[src/rtl/otter_cu_fsm.sv]
// OTTER RV32I multi-cycle control unit: sequences fetch / execute / write-back,
// memory waits, CSR writes, MRET and interrupt entry, and counts retired instructions.
module otter_cu_fsm #(
  parameter int CNT_W = 32
) (
  input  logic             CLK,
  input  logic             RST,
  input  logic             INTR,
  input  logic             MIE,
  input  logic [6:0]       opcode,
  input  logic [2:0]       func3,
  input  logic             mem_ack,
  output logic             reset,
  output logic             pc_we,
  output logic             rf_we,
  output logic             memRDEN1,
  output logic             memRDEN2,
  output logic             memWE2,
  output logic             csr_we,
  output logic             int_taken,
  output logic             mret_exec,
  output logic             illegal,
  output logic [2:0]       state,
  output logic [CNT_W-1:0] instret
);

  localparam logic [2:0] ST_INIT  = 3'd0;
  localparam logic [2:0] ST_FETCH = 3'd1;
  localparam logic [2:0] ST_EXEC  = 3'd2;
  localparam logic [2:0] ST_WB    = 3'd3;
  localparam logic [2:0] ST_INTR  = 3'd4;

  localparam logic [6:0] OP_LOAD   = 7'b0000011;
  localparam logic [6:0] OP_STORE  = 7'b0100011;
  localparam logic [6:0] OP_BRANCH = 7'b1100011;
  localparam logic [6:0] OP_SYSTEM = 7'b1110011;
  localparam logic [6:0] OP_OP     = 7'b0110011;
  localparam logic [6:0] OP_IMM    = 7'b0010011;
  localparam logic [6:0] OP_LUI    = 7'b0110111;
  localparam logic [6:0] OP_AUIPC  = 7'b0010111;
  localparam logic [6:0] OP_JAL    = 7'b1101111;
  localparam logic [6:0] OP_JALR   = 7'b1100111;

  localparam logic [CNT_W-1:0] CNT_ONE = {{(CNT_W-1){1'b0}}, 1'b1};

  logic [2:0]       state_q, state_d;
  logic [CNT_W-1:0] instret_q;
  logic             done;
  logic             is_mret;

  always_comb begin
    reset     = 1'b0;
    pc_we     = 1'b0;
    rf_we     = 1'b0;
    memRDEN1  = 1'b0;
    memRDEN2  = 1'b0;
    memWE2    = 1'b0;
    csr_we    = 1'b0;
    int_taken = 1'b0;
    mret_exec = 1'b0;
    illegal   = 1'b0;
    done      = 1'b0;
    is_mret   = 1'b0;
    state_d   = ST_INIT;
    case (state_q)
      ST_INIT: begin
        reset   = 1'b1;
        state_d = ST_FETCH;
      end
      ST_FETCH: begin
        memRDEN1 = 1'b1;
        state_d  = ST_EXEC;
      end
      ST_EXEC: begin
        case (opcode)
          OP_LOAD: begin
            memRDEN2 = 1'b1;
            state_d  = ST_WB;
          end
          OP_STORE: begin
            // Write enable stays up for the whole wait; pc advances only on ack.
            memWE2 = 1'b1;
            if (mem_ack) begin
              pc_we = 1'b1;
              done  = 1'b1;
            end else begin
              state_d = ST_EXEC;
            end
          end
          OP_BRANCH: begin
            pc_we = 1'b1;
            done  = 1'b1;
          end
          OP_SYSTEM: begin
            pc_we = 1'b1;
            done  = 1'b1;
            if (func3 == 3'b001) begin
              csr_we = 1'b1;
              rf_we  = 1'b1;
            end else if (func3 == 3'b000) begin
              mret_exec = 1'b1;
              is_mret   = 1'b1;
            end else begin
              illegal = 1'b1;
            end
          end
          OP_OP, OP_IMM, OP_LUI, OP_AUIPC, OP_JAL, OP_JALR: begin
            rf_we = 1'b1;
            pc_we = 1'b1;
            done  = 1'b1;
          end
          default: begin
            illegal = 1'b1;
            pc_we   = 1'b1;
            done    = 1'b1;
          end
        endcase
      end
      ST_WB: begin
        memRDEN2 = 1'b1;
        if (mem_ack) begin
          rf_we = 1'b1;
          pc_we = 1'b1;
          done  = 1'b1;
        end else begin
          state_d = ST_WB;
        end
      end
      ST_INTR: begin
        int_taken = 1'b1;
        pc_we     = 1'b1;
        state_d   = ST_FETCH;
      end
      default: state_d = ST_INIT;
    endcase
    // Interrupts are only taken between instructions, and never right after MRET.
    if (done) state_d = (INTR && MIE && !is_mret) ? ST_INTR : ST_FETCH;
  end

  always_ff @(posedge CLK or posedge RST) begin
    if (RST) begin
      state_q   <= ST_INIT;
      instret_q <= '0;
    end else begin
      state_q <= state_d;
      if (done) instret_q <= instret_q + CNT_ONE;
    end
  end

  assign state   = state_q;
  assign instret = instret_q;

endmodule

[config.mk]
export PLATFORM = sky130hd
export DESIGN_NAME = otter_cu_fsm
export DESIGN_NICKNAME = d
export VERILOG_FILES = /design/src/rtl/otter_cu_fsm.sv
export SDC_FILE = /design/constraint.sdc
export NUM_CORES = 1
export LEC_CHECK = 0
export CORE_MARGIN = 4
export CORE_UTILIZATION = 48
export DETAILED_ROUTE_END_ITERATION = 7
export PLACE_DENSITY = 0.84
export SLEW_MARGIN = 20
export SYNTH_ARGS = -nofsm -noshare
export SYNTH_HDL_FRONTEND = slang
export SYNTH_SLANG_ARGS = --single-unit
[constraint.sdc]
create_clock -name CLK -period 1.6 [get_ports CLK]
set_input_delay 0.16 -clock CLK [delete_from_list [all_inputs] [get_ports CLK]]
set_output_delay 0.16 -clock CLK [all_outputs]
set_load 0.005 [all_outputs]
==> out/qor.csv <==
metric;value;unit
status;finished with violations;
failing checks;setup timing;
FF+latch count, synth;35;
Final HPWL DP;3700;um
clk_skew;0.00912;ns
worst skew pair latency;0.31;ns
fin crit period;2.01;ns
synthesized area;2120;um2
final setup margin;-0.410;ns
GR Overflow Total;0;
CP Max Fanout;7;
CTS max path bufs;2;
Num CTS Buffers;5;
# rows;23;
Mapped Nets;205;
Final period util;126;%
Final Slew Violations;0;
worst slew pin tran;0.465;ns
root buffer cell;clkbuf_8;
Seq/Total Area, Yosys;41.3;%
most frequent cell after synthesis;dfrtp_1;
Die Width;74.5;um
die area;5550;um2
Yosys top cell area share;41.3;%
Leakage;1.63;nW
gr usage total;29.0;%
vias;2630;
YS warnings;0;
Post-synth EDFFs;0;
Pre-antenna DRT Iters;6;
Main synth FF type;dfrtp_1;
Cells after Synth;189;
crit path kind;register to register;
total core area;4140;um2
DRC;0;
Setup Slack @ Placement;-0.699;ns
Startpoint Class;register;
worst path arrival time;2.24;ns
IO Port Bufs;59;
CP bufs+invs;5;
CP dominant cell by count;buf_6;
Layout area overhead;88.1;%
largest net degree at the start of global routing;36;
max cap viols;0;
share of cells above drive strength 1;50.3;%
Final ANT Viol Nets;0;
nets;341;
Area contributors post-synth;dfrtp_1 41%, xor2_1 12%, nor4_2 8.8%;
Clock Pin Slew Worst Setup and Hold Paths;0.08;ns
Crit path required time;1.83;ns
Starting Density;51.2;%
Hold Crit Class;input pin to async pin;
Hold Slack;0.344;ns
TritonCTS clock tree;built;
Crit path max-delay family;buffers and inverters;
RSZ-0062 raised after global routing;true;
Clock Sinks;35;
global-route wire length before repair;12000;um
vias per cell;6.99;
FF/Latch Area;878;um2
initial antenna violation count;0;
diodes inserted;0;
average routed wire per standard cell;29.6;um
pwr dens;1420;nW/um2
CTS H-tree lvls;2;
Iter 0 DRT Violations;345;
fillers;80;
die height;74.5;um
top cell type by total area after synthesis;dfrtp_1;
count of cell types in the netlist;43;
worst relative slew slack;69.0;%
Worst path slowest cell;dfrtp_2;
Crit. path cell count;8;
endpoints failing setup;43;
WL final;11100;um
Final Hold Vio Count;0;
CP cell instances;buf_6 > buf_6 > o211a_4 > buf_12 > buf_16 > buf_6 > nor3b_2 > xor2_1;
critical path's largest stage delay;0.43;ns
number of global-route vias before repair;2369;
# IOs;60;
most instantiated cells after synthesis;35 x dfrtp_1, 29 x xor2_1, 15 x nor4_2;
fmax;498;MHz
Worst R2R Path Depth;8;
share of flip-flops with an asynchronous set or reset;100;%
setup TNS;-7.72;ns
area of the multi-input gates;1610;um2
peak supply drop;1.03;mV
GPL Wtd Cong;0.866;
Critical Path Sink Type;register;
Mapped Avg Cell Area;11.2;um2
-- cell usage in the layout (no fill, tap or decap), types with 4 or more instances in the layout --
cell             count
and4_1               5
buf_2                5
buf_4               48
buf_6               24
clkbuf_2             6
clkbuf_8             6
clkdlybuf4s50_1     38
dfrtp_1             33
dlygate4sd2_1        7
inv_1                4
nand2_1             10
nand3_1              8
nand4_1              7
nor3_4               9
nor4_4              16
nor4b_4              5
xor2_1              29
-- cells by family after synthesis --
logic type               synth area share [%]
AND/OR/NAND/NOR                          36.8
adder cells (fa/ha/maj)                 0.590
multiplexers                            0.531
flip-flops                               41.3
AO/OA/AOI/OAI                            4.31
XOR/XNOR                                 12.8
buffers and inverters                    3.66
-- per-stage QoR --
stage | util, % | total power [mW] | area, um2 | instances
after floorplan | - | 2.09 | 2120 | 189
after global placement | 73.5 | 3.04 | 3040 | 331
after global routing | 96.3 | 5.77 | 3990 | 376
after detailed placement | 73.5 | 3.06 | 3040 | 331
final | 96.3 | 5.65 | 3990 | 376
after CTS | 86.1 | 4.44 | 3570 | 356
-- where the power goes --
part	internal [mW]	switching [mW]	total, mW	leakage (nW)
Sequential	1.05	0.159	1.20	0.360
Clock	0.505	0.370	0.875	0.0612
Combinational	1.73	1.84	3.57	1.21
-- worst paths after layout --
kind | slack, ns | from | to
worst max-delay path | -0.41 | state[0]$_DFF_PP0_ | instret[4]$_DFFE_PP0P_
max in group asynchronous | 0.91 | RST | state[2]$_DFF_PP0_
worst min-delay path | 0.34 | RST | instret[2]$_DFFE_PP0P_
min in group CLK | 0.50 | instret[31]$_DFFE_PP0P_ | instret[31]$_DFFE_PP0P_
worst max register to register | -0.41 | state[0]$_DFF_PP0_ | instret[4]$_DFFE_PP0P_
worst min register to register | 0.50 | instret[31]$_DFFE_PP0P_ | instret[31]$_DFFE_PP0P_
-- worst register-to-register path: cells and delay by family (launching register included) --
family,cells,cell delay [ns]
buf+inv,5,0.65
flops,1,0.43
simple gates,1,0.36
compound gates,1,0.28
xor+xnor,1,0.19
-- registers in the layout, summed over array words and instances (netlist names) --
| register | flops |
|---|---|
| instret | 32 |
| state | 3 |
-- metal layers --
metal,GRT usage (%),vias to the layer above,wire [um]
met3,7.03,93,1050
met4,18.2,0,815
met1,33.8,1278,3850
met5,0,-,0
li1,-,973,-
met2,47.9,286,5410
-- cell type report --
class	count	area share (%)
Multi-Input combinational cell	142	40.4
Timing Repair Buffer	137	32.7
Sequential cell	35	22.0
Clock buffer	6	2.07
Tap cell	50	1.57
Clock inverter	2	0.878
Inverter	4	0.376
-- timing repair --
| item | CTS | global route |
|---|---|---|
| pin swaps | 25 | 51 |
| setup buffers | 16 | 21 |
| resized for setup | 82 | 75 |
| hold buffers | 0 | 0 |
| cloned | 1 | 2 |
| endpoints found under the setup margin | 31 | 44 |
Power figures use the tool's default switching activity.
